<file path="config.mk">
export PLATFORM = sky130hd
export DESIGN_NAME = ram_arbiter
export DESIGN_NICKNAME = d
export VERILOG_FILES = /design/src/rtl/ram_arb_pkg.sv /design/src/rtl/ram_arb_wait_cnt.sv /design/src/rtl/ram_arbiter.sv
export SDC_FILE = /design/constraint.sdc
export NUM_CORES = 1
export LEC_CHECK = 0
export ABC_CLOCK_PERIOD_IN_PS = 2000
export BUFFER_PORTS_ARGS = -buffer_cell sky130_fd_sc_hd__buf_2
export CAP_MARGIN = 5
export CORE_MARGIN = 1
export CORE_UTILIZATION = 44
export DETAILED_ROUTE_END_ITERATION = 6
export PLACE_DENSITY = 0.73
export SYNTH_ARGS = -nofsm -noshare
export SYNTH_HDL_FRONTEND = slang
export SYNTH_SLANG_ARGS = --single-unit
</file>
<file path="constraint.sdc">
create_clock -name clk -period 2 [get_ports clk]
set_clock_uncertainty 0.15 [all_clocks]
set_input_delay 0.2 -clock clk [delete_from_list [all_inputs] [get_ports clk]]
set_output_delay 0.2 -clock clk [all_outputs]
set_load 0.02 [all_outputs]
</file>
<file path="src/rtl/ram_arb_pkg.sv">
// Shared encodings for the block-RAM arbiter: grant owner and read-pipe state.
// Optional feature macro: RAM_ARB_ROUND_ROBIN_EN (see ram_arbiter.sv).
package ram_arb_pkg;

    // Who owns the RAM port in a given cycle
    typedef enum logic [1:0] {
        OWNER_NONE = 2'd0,
        OWNER_CPU  = 2'd1,
        OWNER_DMA  = 2'd2
    } owner_e;

    // Whose read data appears on ram_q in the following cycle
    typedef enum logic [1:0] {
        RD_IDLE = 2'd0,
        RD_CPU  = 2'd1,
        RD_DMA  = 2'd2
    } rd_state_e;

    // Map a grant owner plus write flag to the read-pipe state it launches
    function automatic rd_state_e rd_launch(input owner_e own, input logic we);
        rd_state_e st;
        st = RD_IDLE;
        if (!we) begin
            if (own == OWNER_CPU) st = RD_CPU;
            if (own == OWNER_DMA) st = RD_DMA;
        end
        return st;
    endfunction

endpackage

</file>
<file path="src/rtl/ram_arb_wait_cnt.sv">
// Saturating counter bounding how long a pending CPU read may lose to DMA.
// Clear has priority over increment; o_at_limit flags the saturation value.
module ram_arb_wait_cnt
    import ram_arb_pkg::*;
#(
    parameter int MAX = 4
) (
    input  logic clk,
    input  logic reset,
    input  logic i_clr,
    input  logic i_inc,
    output logic o_at_limit
);

    localparam int W = (MAX < 1) ? 1 : $clog2(MAX + 1);
    localparam logic [W-1:0] LIM = W'(MAX);

    logic [W-1:0] r_cnt;

    // Count lost arbitration cycles, holding at the limit
    always_ff @(posedge clk) begin
        if (reset || i_clr) begin
            r_cnt <= '0;
        end else if (i_inc && (r_cnt != LIM)) begin
            r_cnt <= r_cnt + 1'b1;
        end
    end

    assign o_at_limit = (r_cnt == LIM);

endmodule

</file>
<file path="src/rtl/ram_arbiter.sv">
// Arbitrates the single-port system RAM between CPU bus and DMA/video fetch.
// Macro RAM_ARB_ROUND_ROBIN_EN: alternate CPU-read/DMA contention winners.
module ram_arbiter
    import ram_arb_pkg::*;
#(
    parameter int ADDR_WIDTH = 16,
    parameter int DATA_WIDTH = 8,
    parameter int MAX_WAIT   = 4
) (
    input  logic                  clk,
    input  logic                  reset,
    input  logic [ADDR_WIDTH-1:0] cpu_addr,
    input  logic                  cpu_rd_req,
    input  logic                  cpu_wr_en,
    input  logic [DATA_WIDTH-1:0] cpu_wr_data,
    output logic [DATA_WIDTH-1:0] cpu_rd_data,
    output logic                  cpu_ready,
    input  logic [ADDR_WIDTH-1:0] dma_addr,
    input  logic                  dma_req,
    input  logic                  dma_we,
    input  logic [DATA_WIDTH-1:0] dma_wr_data,
    output logic                  dma_ack,
    output logic                  dma_rd_valid,
    output logic [DATA_WIDTH-1:0] dma_rd_data,
    output logic [ADDR_WIDTH-1:0] ram_addr,
    output logic [DATA_WIDTH-1:0] ram_wr_data,
    output logic                  ram_wren,
    input  logic [DATA_WIDTH-1:0] ram_q
);

    logic                  r_pend;
    logic [ADDR_WIDTH-1:0] r_pend_addr;
    logic [ADDR_WIDTH-1:0] r_last_addr;
    logic                  r_ready;
    logic [DATA_WIDTH-1:0] r_rd_data;
    rd_state_e             r_rd_state;
    rd_state_e             w_rd_state_nxt;

    logic                  w_rd_live;
    logic [ADDR_WIDTH-1:0] w_rd_addr;
    logic                  w_cpu_wins;
    logic                  w_cpu_rd_gnt;
    logic                  w_dma_gnt;
    logic                  w_wren;
    logic [ADDR_WIDTH-1:0] w_addr;
    logic [DATA_WIDTH-1:0] w_wdata;
    owner_e                w_owner;

    // A read is live on its request cycle or while it waits in the pend slot
    assign w_rd_live = cpu_rd_req | r_pend;
    assign w_rd_addr = r_pend ? r_pend_addr : cpu_addr;

`ifdef RAM_ARB_ROUND_ROBIN_EN
    owner_e r_last_owner;
    logic   w_contend;

    assign w_contend  = !reset && !cpu_wr_en && w_rd_live && dma_req;
    assign w_cpu_wins = (r_last_owner != OWNER_CPU);

    // Remember who won the last CPU-read/DMA contention
    always_ff @(posedge clk) begin
        if (reset) begin
            r_last_owner <= OWNER_CPU;
        end else if (w_contend) begin
            r_last_owner <= w_owner;
        end
    end
`else
    logic w_at_limit;

    ram_arb_wait_cnt #(
        .MAX(MAX_WAIT)
    ) u_wait_cnt (
        .clk       (clk),
        .reset     (reset),
        .i_clr     (w_cpu_rd_gnt),
        .i_inc     (r_pend & w_dma_gnt),
        .o_at_limit(w_at_limit)
    );

    assign w_cpu_wins = (MAX_WAIT == 0) || w_at_limit;
`endif

    // Pick this cycle's single RAM owner: CPU write, CPU read, then DMA
    always_comb begin
        w_cpu_rd_gnt = 1'b0;
        w_dma_gnt    = 1'b0;
        w_wren       = 1'b0;
        w_addr       = r_last_addr;
        w_wdata      = cpu_wr_data;
        w_owner      = OWNER_NONE;
        if (reset) begin
            w_owner = OWNER_NONE;
        end else if (cpu_wr_en) begin
            w_wren  = 1'b1;
            w_addr  = cpu_addr;
            w_owner = OWNER_CPU;
        end else if (w_rd_live && (!dma_req || w_cpu_wins)) begin
            w_cpu_rd_gnt = 1'b1;
            w_addr       = w_rd_addr;
            w_owner      = OWNER_CPU;
        end else if (dma_req) begin
            w_dma_gnt = 1'b1;
            w_wren    = dma_we;
            w_addr    = dma_addr;
            w_wdata   = dma_wr_data;
            w_owner   = OWNER_DMA;
        end
    end

    // Decide whose data will be on ram_q next cycle
    always_comb begin
        w_rd_state_nxt = RD_IDLE;
        if (w_cpu_rd_gnt) begin
            w_rd_state_nxt = rd_launch(OWNER_CPU, 1'b0);
        end else if (w_dma_gnt) begin
            w_rd_state_nxt = rd_launch(OWNER_DMA, dma_we);
        end
    end

    // Read-pipe state register; reset drops any in-flight read
    always_ff @(posedge clk) begin
        if (reset) begin
            r_rd_state <= RD_IDLE;
        end else begin
            r_rd_state <= w_rd_state_nxt;
        end
    end

    // Park a CPU read that could not be granted on its request cycle
    always_ff @(posedge clk) begin
        if (reset) begin
            r_pend      <= 1'b0;
            r_pend_addr <= '0;
        end else if (w_cpu_rd_gnt) begin
            r_pend <= 1'b0;
        end else if (cpu_rd_req) begin
            r_pend      <= 1'b1;
            r_pend_addr <= cpu_addr;
        end
    end

    // Hold the RAM address steady while nobody owns the port
    always_ff @(posedge clk) begin
        if (reset) begin
            r_last_addr <= '0;
        end else if (w_owner != OWNER_NONE) begin
            r_last_addr <= w_addr;
        end
    end

    // Stall the CPU from request until its data has been captured
    always_ff @(posedge clk) begin
        if (reset) begin
            r_ready   <= 1'b1;
            r_rd_data <= '0;
        end else if (r_rd_state == RD_CPU) begin
            r_ready   <= 1'b1;
            r_rd_data <= ram_q;
        end else if (cpu_rd_req) begin
            r_ready <= 1'b0;
        end
    end

    assign cpu_ready    = r_ready;
    assign cpu_rd_data  = r_rd_data;
    assign dma_ack      = w_dma_gnt;
    assign dma_rd_valid = (r_rd_state == RD_DMA) && !reset;
    assign dma_rd_data  = ram_q;
    assign ram_addr     = w_addr;
    assign ram_wr_data  = w_wdata;
    assign ram_wren     = w_wren;

`ifndef SYNTHESIS
    // Requester protocol checks
    a_cpu_rd_overlap: assert property (
        @(posedge clk) disable iff (reset)
        cpu_rd_req |-> (!r_pend && r_ready)
    );
    a_dma_req_hold: assert property (
        @(posedge clk) disable iff (reset)
        (dma_req && !dma_ack) |=> dma_req
    );
`endif

endmodule

</file>
=== After elaboration in Yosys (flattened, before gate mapping) ===
Cells that the tools add are included.

* Bits in registers: 47
* Input port bits: 62
* Output and inout port bits: 44
* Logic and storage cells: 56

* Add/sub/neg operators: 1
* Eq/ne operators: 4
* Mux-type cells: 27
* Bitwise gates (word level): 4
* Reductions and logical operators: 12

{| class="wikitable"
|+ Operator list
! cell !! number
|-
| 16-bit 2-to-1 mux || 5
|-
| 8-bit 2-to-1 mux || 4
|-
| 1-bit 2-to-1 mux || 13
|-
| 2-bit 2-to-1 mux || 5
|-
| 2-bit OR reduction || 2
|-
| 3-bit by 1-bit adder with 3-bit output (second input constant) || 1
|-
| 3-bit equality test (second input constant) || 1
|-
| 1-bit logical AND || 3
|-
| 3-bit inequality test (second input constant) || 1
|-
| 3-bit OR reduction || 1
|-
| 2-bit by 1-bit equality test with 1-bit output (second input constant) || 1
|-
| 2-bit equality test (second input constant) || 1
|-
| 1-bit zero test || 2
|-
| 1-bit logical OR || 2
|-
| 1-bit NOT || 2
|-
| 2-bit AND reduction || 1
|-
| 2-bit nonzero test || 1
|-
| 1-bit AND || 1
|-
| 1-bit bitwise OR || 1
|}

=== Depth between registers and ports, before layout ===
Gate-level depths: netlist of run 1.

* Word-level depth: 8
* Mapped depth: 8
* Depth with buffers taken out: 6

=== Modules after synthesis ===
Synthesis of run 1 repeated with hierarchy kept, for this count alone.

* Cells, all modules: 296
* Area, all modules: 2602.5 sq um

{| class="wikitable"
|+ By module, submodules not included
! module !! instances !! cells an instance !! area an instance (sq um) !! seq. area each (sq um)
|-
| ram_arbiter || 1 || 278 || 2414.8 || 880.8
|-
| ram_arb_wait_cnt || 1 || 18 || 187.7 || 60.1
|}

=== Worst setup path before layout of run 1 ===
No wires, ideal clock.

* Path kind: register -> output
* Start: reg u_wait_cnt.r_cnt[0]
* End: out ram_addr[10]
* Arrival time: 1645 ps
* Data required time: 1650 ps
* Setup slack: 5 ps
* Stages on the path, launching flop included: 9
* Path buffers: 2
* Cells stage by stage: dfxtp_1 > inv_1 > ha_1 > a21boi_4 > or2_1 > buf_2 > buf_6 > a31oi_1 > a21oi_1

* Cells in the longest elaborated chain, start to end: 6

{| class="wikitable"
|+ Ends and longest elaborated chain
! what !! RTL line !! text
|-
| start: declaration || ram_arb_wait_cnt.sv:18 || <nowiki>logic [W-1:0] r_cnt;</nowiki>
|-
| start signal: assignment || ram_arb_wait_cnt.sv:25 || <nowiki>r_cnt <= r_cnt + 1'b1;</nowiki>
|-
| 3-bit equality test || ram_arb_wait_cnt.sv:29 || <nowiki>assign o_at_limit = (r_cnt == LIM);</nowiki>
|-
| 1-bit logical OR || ram_arbiter.sv:98 || <nowiki>end else if (w_rd_live && (!dma_req || w_cpu_wins)) begin</nowiki>
|-
| 1-bit logical AND || ram_arbiter.sv:98 ||
|-
| 16-bit 2-to-1 mux || ram_arbiter.sv:98 ||
|-
| 16-bit 2-to-1 mux || ram_arbiter.sv:94 || <nowiki>end else if (cpu_wr_en) begin</nowiki>
|-
| 16-bit 2-to-1 mux || ram_arbiter.sv:92 || <nowiki>if (reset) begin</nowiki>
|-
| end: declaration || ram_arbiter.sv:25 || <nowiki>output logic [ADDR_WIDTH-1:0] ram_addr,</nowiki>
|}

No other way between the ends.

=== Worst setup path in the final report of run 1 ===
* Start: reg u_wait_cnt.r_cnt[0]
* End: out ram_addr[0]

The elaborated chain is that of the path after synthesis.

==> results by group, run 1 <==
Status
  – Status: finished with violations
  – Failing checks: negative setup slack

Timing
  – Tmin final: 2.23 ns
  – Tightest Pin Transition: 0.511 ns
  – Unrepaired setup endpoints after global routing: true
  – Final worst slack: -0.226 ns
  – Hold WS: 0.0115 ns
  – Final hold vios: 0
  – Fmax: 0.449 GHz
  – Endpoints failing setup: 24
  – Slew headroom: 65.9%
  – Period Utilization, post-route: 111%
  – Fin. max-slew vios: 0

Setup path
  – CP required: 1.65 ns
  – Slowest Stage Delay on Critical Path: 0.33 ns
  – Crit path max-delay family: buffers and inverters
  – Critical setup path kind: reg2out
  – Element type at the critical path start: flop
  – Worst path cell trace: inv_2 > ha_4 > a21boi_4 > or2_4 > buf_8 > a221oi_4 > mux2i_1 > buf_4
  – CP bufs+invs: 3
  – Worst-path maximum fanout: 5
  – Crit end category: output port
  – Arrival time worst endpoint: 1.88 ns
  – Slowest-stage cell, CP: dfxtp_2

Global route
  – Total gr overflow: 0
  – Largest net degree at the start of global routing: 72
  – Initial antenna violation count: 0
  – Total global-route track usage: 23.1%
  – Vias in the first global route: 2559
  – First-pass GRT wire length: 11600 um

Route
  – Post-route ant nets: 0
  – Drt total wl: 7480 um
  – 1st-iter DRT viols: 114
  – Routed vias: 2689
  – DR DRC count: 0
  – Post-DR wirelength/cell: 14.8 um
  – Initial DRT Pass Iterations: 4
  – Via-to-Cell Ratio: 5.31

Clock network
  – Worst skew pair latency: 0.31 ns
  – CTS tree: yes
  – Clock root cell: clkbuf_8
  – CTS Buf Count: 5
  – Sinks on Clock Net: 47
  – Clock slew at reported path FFs: 0.09 ns
  – Clock buffer depth: 2
  – Htree depth: 2

Placement
  – Final GP Congestion: 0.763
  – Port bufs: 105
  – Post-DP HPWL: 4670 um
  – DP Area: 3290 um^2

Cells and area
  – Final core occ: 65.0%
  – Area Overhead vs Synth: 41.6%
  – Multi-input gate area: 1770 um^2
  – Share of layout cells above drive strength 1: 44.1%
  – Diode count: 0
  – Nets: 494
  – Design Area, Final: 3870 um^2
  – Fillcell total: 507
  – Sequential standard cell area: 945 um^2

Die
  – Core Region: 5960 um^2
  – Initial Utilization: 45.9%
  – Rows: 28
  – Height of the die: 80.8 um
  – Die area: 6540 um^2
  – Chip width: 80.8 um
  – IO Count: 106

Flow run
  – MaxCap Viol Count: 0

Yosys
  – Synth unique cells: 32
  – Synthesized Nets: 382
  – Flops & latches, synth: 47
  – Synth area leaders: dfxtp_1 (34%), mux2i_1 (16%), mux2_2 (7.4%)
  – Sequential area share after synthesis: 34.4%
  – Syn_area_per_cell: 8.60 um^2
  – Synth area leader: dfxtp_1
  – Warnings from Yosys: 0
  – EDFF count, synth: 0
  – Cell Area, Synth: 2740 um^2
  – Asr flop ratio synth: 0%
  – Synth top cells by count: dfxtp_1 (47), mux2i_1 (45), a21oi_1 (40)
  – Post-Syn Instances: 318
  – Top FF cell, synth: dfxtp_1
  – Most frequent cell after synthesis: dfxtp_1
  – Synth top area share: 34.4%

Power and ir drop
  – Leak: 1.76 nW
  – Maximum vdd ir drop: 0.000453 V
  – PwrDens: 630 nW/um^2

Worst hold path
  – Min-Delay Path Class: in2reg
-- sequential cells by signal (all words and copies together), names as in the netlist --
signal / cells
r_pend_addr: 16
cpu_rd_data: 8
r_pend: 1
r_rd_state: 2
u_wait_cnt.r_cnt: 3
cpu_ready: 1
r_last_addr: 16
-- cells in the final DEF, fill, tap and decap left out, types with 2 or more instances in the layout --
cell           synthesis  final
dfxtp_1               47     44
nor4_4                 0      4
buf_12                 1      3
nor4_1                16      6
inv_2                  0      2
nor2b_1               11     11
buf_8                  0      2
mux2i_1               45     45
buf_2                  9     94
dfxtp_2                0      3
a31oi_1               10      6
nor4_2                 0      6
nor2_1                35     34
inv_1                 11      9
dlygate4sd3_1          0     10
clkbuf_8               0      5
buf_6                  3      3
a21oi_1               40     39
a31oi_2                0      4
nand2_1               28     28
buf_4                  9     29
a221oi_4               0      5
mux2_2                18     18
-- layout make-up --
cell class	count	share of cell area, %
clock inverter	3	1.23
inverter	11	1.07
timing repair buffer	141	23.5
clock buffer	5	1.78
multi-input combinational	224	45.6
sequential	47	24.4
tap	75	2.42
-- tightest hold or removal path, stage by stage --
cell and delay (ns):
buf_2 0.12, nand2_1 0.05, a21oi_1 0.05
-- metal layers --
metal / global-route usage (%) / vias to the layer above / share of wire (%)
li1: - / 1327 / -
met1: 26.5 / 1278 / 42
met2: 42.5 / 77 / 52
met3: 3.82 / 7 / 3.9
met4: 8.39 / 0 / 1.5
met5: 0 / - / 0
-- power by group --
group | internal (mW) | switching [mW] | total, mW
logic | 0.321 | 0.383 | 0.705
registers | 0.988 | 0.0276 | 1.02
clock network | 0.379 | 0.342 | 0.721
-- cell families (layout without fill, tap and decap cells) --
group / Yosys count / after routing / share of synthesized area (%)
xor+xnor: 2 / 2 / 0.641
buf+inv: 47 / 160 / 9.51
simple gates: 96 / 96 / 16.1
flops: 47 / 47 / 34.4
fa+ha+maj: 2 / 2 / 0.915
compound gates: 61 / 61 / 14.5
mux: 63 / 63 / 23.9
-- final timing paths --
path / cells after the start / end / slack (ns) / startpoint
max: 8 / ram_addr[0] / -0.23 / u_wait_cnt.r_cnt[0]
min: 3 / r_last_addr[13] / 0.01 / cpu_addr[13]
max reg2reg: 9 / u_wait_cnt.r_cnt[1] / 0.19 / u_wait_cnt.r_cnt[0]
min reg2reg: 2 / cpu_rd_data[2] / 0.31 / cpu_rd_data[2]
-- metrics by stage --
step           setup TNS, ns  setup slack, ns  total power, mW  std cells
3_3_place_gp       -0.000510        -0.000510             1.60        479
3_5_place_dp          -0.155          -0.0489             1.62        479
5_1_grt                -5.83           -0.300             2.56        506
6_report               -4.09           -0.226             2.44        506
2_1_floorplan              0          0.00514             1.43        318
4_1_cts                -3.61           -0.163             2.43        502
-- timing repair --
item,CTS,global route
gates resized for setup,41,14
setup endpoints to repair,25,24
hold buffers,9,1
endpoints found under the hold margin,9,1
setup buffers,6,3
pin swaps,5,0
Power figures use the tool's default switching activity.
==> run 2: changes to the inputs <==
ABC_CLOCK_PERIOD_IN_PS = 2500   (was 2000)
clock period = 2.5 ns   (was 2 ns; I/O delays follow)
==> run 2 against run 1 <==
The run now ends clean. Largest cell class unchanged. Count of clock-buffer cells in the layout up 2. Critical path type unchanged. Die area unchanged. Critical endpoint is now ram_addr[12]. Register-to-register slack better by 0.35 ns. First-iteration DRC count down 16%.
==> results by group, run 2 (synthesized netlist as in run 1, its figures left out) <==
Die
  – Initial Utilization: 45.9%
  – Die area: 6540 um^2
  – Core Region: 5960 um^2
  – Rows: 28
  – Chip width: 80.8 um
  – Height of the die: 80.8 um
  – IO Count: 106

Clock network
  – Clock root cell: clkbuf_8
  – Clock slew at reported path FFs: 0.08 ns
  – Sinks on Clock Net: 47
  – CTS tree: yes
  – Htree depth: 2
  – CTS Buf Count: 5
  – Worst skew pair latency: 0.30 ns
  – Clock buffer depth: 2

Setup path
  – Arrival time worst endpoint: 2.01 ns
  – Slowest Stage Delay on Critical Path: 0.34 ns
  – R2r worst-path depth: 8
  – Critical setup path kind: reg2out
  – Worst path depth: 8
  – Crit end category: output port
  – Element type at the critical path start: flop
  – Worst-path maximum fanout: 19
  – Crit path max-delay family: compound AO/OA/AOI/OAI gates
  – CP bufs+invs: 3
  – CP required: 2.10 ns
  – Worst path cell trace: inv_1 > ha_1 > a21boi_4 > buf_8 > nor4_1 > a221oi_1 > mux2i_1 > buf_2
  – Slowest-stage cell, CP: dfxtp_1

Route
  – Drt total wl: 6800 um
  – Post-route ant nets: 0
  – DR DRC count: 0
  – 1st-iter DRT viols: 96
  – Via-to-Cell Ratio: 5.26
  – Post-DR wirelength/cell: 14.1 um
  – Routed vias: 2532
  – Initial DRT Pass Iterations: 4

Status
  – Status: complete, no violations

Global route
  – Initial antenna violation count: 0
  – First-pass GRT wire length: 10500 um
  – Largest net degree at the start of global routing: 44
  – Total gr overflow: 0
  – Vias in the first global route: 2294
  – Total global-route track usage: 21.1%

Timing
  – Hold WS: 0.0465 ns
  – Slew headroom: 64.3%
  – Endpoints failing setup: 0
  – Setup tns final: 0 ns
  – Period Utilization, post-route: 96.3%
  – Fmax: 0.415 GHz
  – Tightest Pin Transition: 0.534 ns
  – Fin. max-slew vios: 0
  – Final hold vios: 0
  – Tmin final: 2.41 ns
  – Unrepaired setup endpoints after global routing: true

Power and ir drop
  – Sw Pwr: 0.539 mW
  – PwrDens: 512 nW/um^2
  – Combinational cell fraction of total power: 27.1%
  – Cell internal pwr: 1.18 mW
  – Leak: 1.57 nW
  – Power share of the sequential group: 47.0%
  – Switching share of power: 31.3%
  – Clock share of power: 25.9%
  – Maximum vdd ir drop: 0.000267 V

Cells and area
  – Commonest non-fill, non-tap cell in the layout: buf_2
  – Area Overhead vs Synth: 23.0%
  – Fillcell total: 583
  – Share of layout cells above drive strength 1: 37.4%
  – Commonest cells after routing, fill and taps aside: buf_2 (105), dfxtp_1 (47), mux2i_1 (45), a21oi_1 (40), nor2_1 (34)
  – Diode count: 0
  – Nets: 469

Worst hold path
  – Worst Hold Depth: 3
  – Min-Delay Path Class: in2reg

Placement
  – Post-DP HPWL: 4610 um
  – Port bufs: 105
  – Final GP Congestion: 0.714

Flow run
  – MaxCap Viol Count: 0
run 2: cell count changes in the layout (fill, tap and decap cells not counted), sizes merged:
cell	change
clkbuf	+2
inv	-1
bufinv	-1
buf	-16
dlygate4sd3	-9
run 2: worst min-delay path: stages:
cell and delay [ns]:
buf_2 0.10, nand2_1 0.05, a21oi_1 0.05
run 2: routing by layer:
metal	part of all wire, %	up-vias	global-route usage (%)	wire (um)
met2	49	78	38.7	3350
met3	4.6	8	3.48	310
met4	1.2	0	6.79	83
met1	45	1167	24.7	3060
met5	0	-	0	0
li1	-	1279	-	-
run 2: power by group through the flow:
stage,Sequential (mW),Clock [mW],Combinational [mW]
3_5_place_dp,0.828,0,0.453
3_3_place_gp,0.825,0,0.444
5_1_grt,0.816,0.492,0.509
6_report,0.810,0.446,0.467
2_1_floorplan,0.828,0,0.316
4_1_cts,0.810,0.466,0.458
run 2: metrics by stage:
stage	utilization [%]	instances	setup WS, ns	cell area (um^2)	power, mW
2_1_floorplan	-	318	0.455	2740	1.14
3_3_place_gp	54.2	472	0.149	3230	1.27
3_5_place_dp	54.2	472	0.0890	3230	1.28
4_1_cts	55.7	481	0.0179	3320	1.73
5_1_grt	56.5	481	-0.0247	3360	1.82
6_report	56.5	481	0.0918	3360	1.72
run 2: path summary, 6_finish.rpt:
kind,end,from,slack [ns]
hold reg to reg,cpu_rd_data[4],cpu_rd_data[4],0.30
setup / recovery,ram_addr[12],u_wait_cnt.r_cnt[0],0.09
setup reg to reg,r_pend_addr[10],u_wait_cnt.r_cnt[0],0.54
hold / removal,cpu_rd_data[2],ram_q[2],0.05
run 2: layout make-up:
class | count | area, um^2 | area share [%]
sequential | 47 | 941 | 28.0
inverter | 11 | 41.3 | 1.23
timing repair buffer | 116 | 631 | 18.7
multi-input combinational | 224 | 1580 | 46.9
tap | 75 | 93.8 | 2.79
clock buffer | 7 | 76.3 | 2.27
clock inverter | 1 | 5.00 | 0.149
run 2: repair_timing:
item / 4_1_cts / 5_1_grt
endpoints found under the hold margin: 1 / 0
setup endpoints to repair: 16 / 14
hold buffers: 1 / 0
buffers inserted: 0 / 0
pin swaps: 0 / 1
gates resized for setup: 2 / 8
==> run 3: changes to the inputs <==
ABC_AREA = 1   (was not set)
PLACE_DENSITY = 0.71   (was 0.73)
SKIP_CTS_REPAIR_TIMING = 1   (was not set)
==> run 3 against run 2 <==
Synthesized cell count rose by 73%. Register-to-register slack improved by 0.03 ns. Sequential share of layout area fell by 3.6 points.
==> results by group, run 3 <==
Die
  – IO Count: 106
  – Rows: 30
  – Core Region: 6910 um^2
  – Height of the die: 87.5 um
  – Initial Utilization: 46.5%
  – Die area: 7650 um^2
  – Chip width: 87.5 um

Cells and area
  – Commonest non-fill, non-tap cell in the layout: nand2_1
  – Diode count: 0
  – Nets: 705
  – Share of layout cells above drive strength 1: 23.2%
  – Final core occ: 55.9%
  – Commonest cells after routing, fill and taps aside: nand2_1 (208), buf_2 (105), nor2_1 (71), dfxtp_1 (47)
  – Area Overhead vs Synth: 20.2%

Yosys
  – Warnings from Yosys: 0
  – Synth top area share: 29.3%
  – Post-Syn Instances: 549
  – EDFF count, synth: 0
  – Flops & latches, synth: 47
  – Cell Area, Synth: 3210 um^2
  – Sequential area share after synthesis: 29.3%
  – Synthesized Nets: 613
  – Asr flop ratio synth: 0%
  – Synth top cells by count: nand2_1 (208), nor2_1 (71), dfxtp_1 (47)
  – Syn_area_per_cell: 5.85 um^2
  – Synth unique cells: 30
  – Synth area leader: dfxtp_1
  – Top FF cell, synth: dfxtp_1
  – Most frequent cell after synthesis: nand2_1
  – Synth area leaders: dfxtp_1 (29%), nand2_1 (24%), nor2_1 (8.3%)

Worst hold path
  – Min-Delay Path Class: in2reg

Global route
  – Total global-route track usage: 23.1%
  – First-pass GRT wire length: 14000 um
  – Largest net degree at the start of global routing: 35
  – Total gr overflow: 0
  – Vias in the first global route: 3131
  – Initial antenna violation count: 0

Route
  – Routed vias: 3598
  – WL met3: 506 um
  – Met1 wire length: 3990 um
  – DR DRC count: 0
  – Post-route ant nets: 0
  – Initial DRT Pass Iterations: 4
  – Drt total wl: 8710 um
  – Via-to-Cell Ratio: 4.88
  – 1st-iter DRT viols: 169
  – Post-DR wirelength/cell: 11.8 um
  – Top routing layer used: met4
  – Routed met2 length: 4110 um

Timing
  – Fin. max-slew vios: 0
  – Fmax: 0.420 GHz
  – Unrepaired setup endpoints after global routing: false
  – Tightest Pin Transition: 0.441 ns
  – Endpoints failing setup: 0
  – Final hold vios: 0
  – Tmin final: 2.38 ns
  – Slew headroom: 70.5%
  – Setup tns final: 0 ns
  – Period Utilization, post-route: 95.2%

Clock network
  – Htree depth: 2
  – Sinks on Clock Net: 47
  – Clock slew at reported path FFs: 0.10 ns
  – Worst skew pair latency: 0.31 ns
  – CTS tree: yes
  – CTS Buf Count: 5
  – Clock buffer depth: 2
  – Clock root cell: clkbuf_8

Setup path
  – Arrival time worst endpoint: 1.98 ns
  – Crit end category: output port
  – Critical setup path kind: reg2out
  – Element type at the critical path start: flop
  – CP required: 2.10 ns
  – Worst-path maximum fanout: 5

Power and ir drop
  – Leak: 2.09 nW
  – Design Power: 1.86 mW
  – Maximum vdd ir drop: 0.000210 V
  – PwrDens: 481 nW/um^2

Placement
  – Port bufs: 105
  – Final GP Congestion: 0.814
  – Post-DP HPWL: 6310 um

Flow run
  – MaxCap Viol Count: 0

Status
  – Status: complete, no violations
==> run 3: cell types whose count changed in the layout (fill, tap and decap cells not counted), moves of 6 or more <==
cell	delta
o21ai_0	+25
nor2_1	+37
a21oi_1	-6
mux2_2	-18
nand2_1	+180
nor2b_1	-11
nor4_1	-15
a31oi_1	-9
inv_1	+32
o21ai_1	+10
buf_4	+9
nand3_1	+42
mux2i_1	-45
==> run 3: critical path, stage by stage (launching register included) <==
cell	delay, ns
dfxtp_1	0.35
inv_1	0.07
ha_1	0.19
nand2_1	0.10
nand2_4	0.09
a21oi_4	0.26
buf_4	0.18
nand2_1	0.05
nand2_1	0.06
nor2_1	0.04
nor2_1	0.11
buf_2	0.18
==> run 3: per-stage QoR <==
stage          hold slack (ns)  cells  setup WS (ns)  instance area [um^2]
2_1_floorplan            0.172    549          0.620                  3210
4_1_cts                -0.0456    734         0.0688                  3820
3_5_place_dp             0.282    726          0.409                  3740
6_report                0.0468    738          0.120                  3860
3_3_place_gp             0.278    726          0.469                  3740
5_1_grt                 0.0461    738         0.0174                  3860
==> run 3: power by group <==
group	total (mW)	switching, mW	internal [mW]
Sequential	0.816	0.0206	0.796
Clock	0.478	0.283	0.195
Combinational	0.564	0.360	0.203
Total	1.86	0.664	1.19
==> run 3: logic make-up (layout without fill, tap and decap cells) <==
| family | count (synthesis) | count (layout) | synth area share, % |
|---|---|---|---|
| simple gates | 340 | 340 | 44.7 |
| buf+inv | 88 | 181 | 13.4 |
| compound gates | 71 | 71 | 11.5 |
| flops | 47 | 47 | 29.3 |
| fa+ha+maj | 2 | 2 | 0.778 |
| xor+xnor | 1 | 1 | 0.273 |
==> run 3: cell type report <==
class                      instances  area, um^2
clock buffer                       5        68.8
tap                               96         120
multi-input combinational        414        1840
sequential                        47         941
clock inverter                     3        20.0
timing repair buffer             124         674
inverter                          49         198
fill                             733        3040
==> run 3: final timing paths <==
check / start / endpoint / slack [ns] / depth (start not counted)
setup / recovery: u_wait_cnt.r_cnt[0] / ram_addr[0] / 0.12 / 11
hold / removal: cpu_addr[3] / r_last_addr[3] / 0.05 / 3
setup reg to reg: u_wait_cnt.r_cnt[0] / r_pend_addr[4] / 0.57 / 11
hold reg to reg: cpu_ready / cpu_ready / 0.33 / 2
==> run 3: per-layer routing <==
metal | vias up | GRT usage, %
met3 | 10 | 3.32
met2 | 109 | 39.1
met4 | 0 | 7.45
met5 | - | 0
met1 | 1600 | 30.0
li1 | 1879 | -
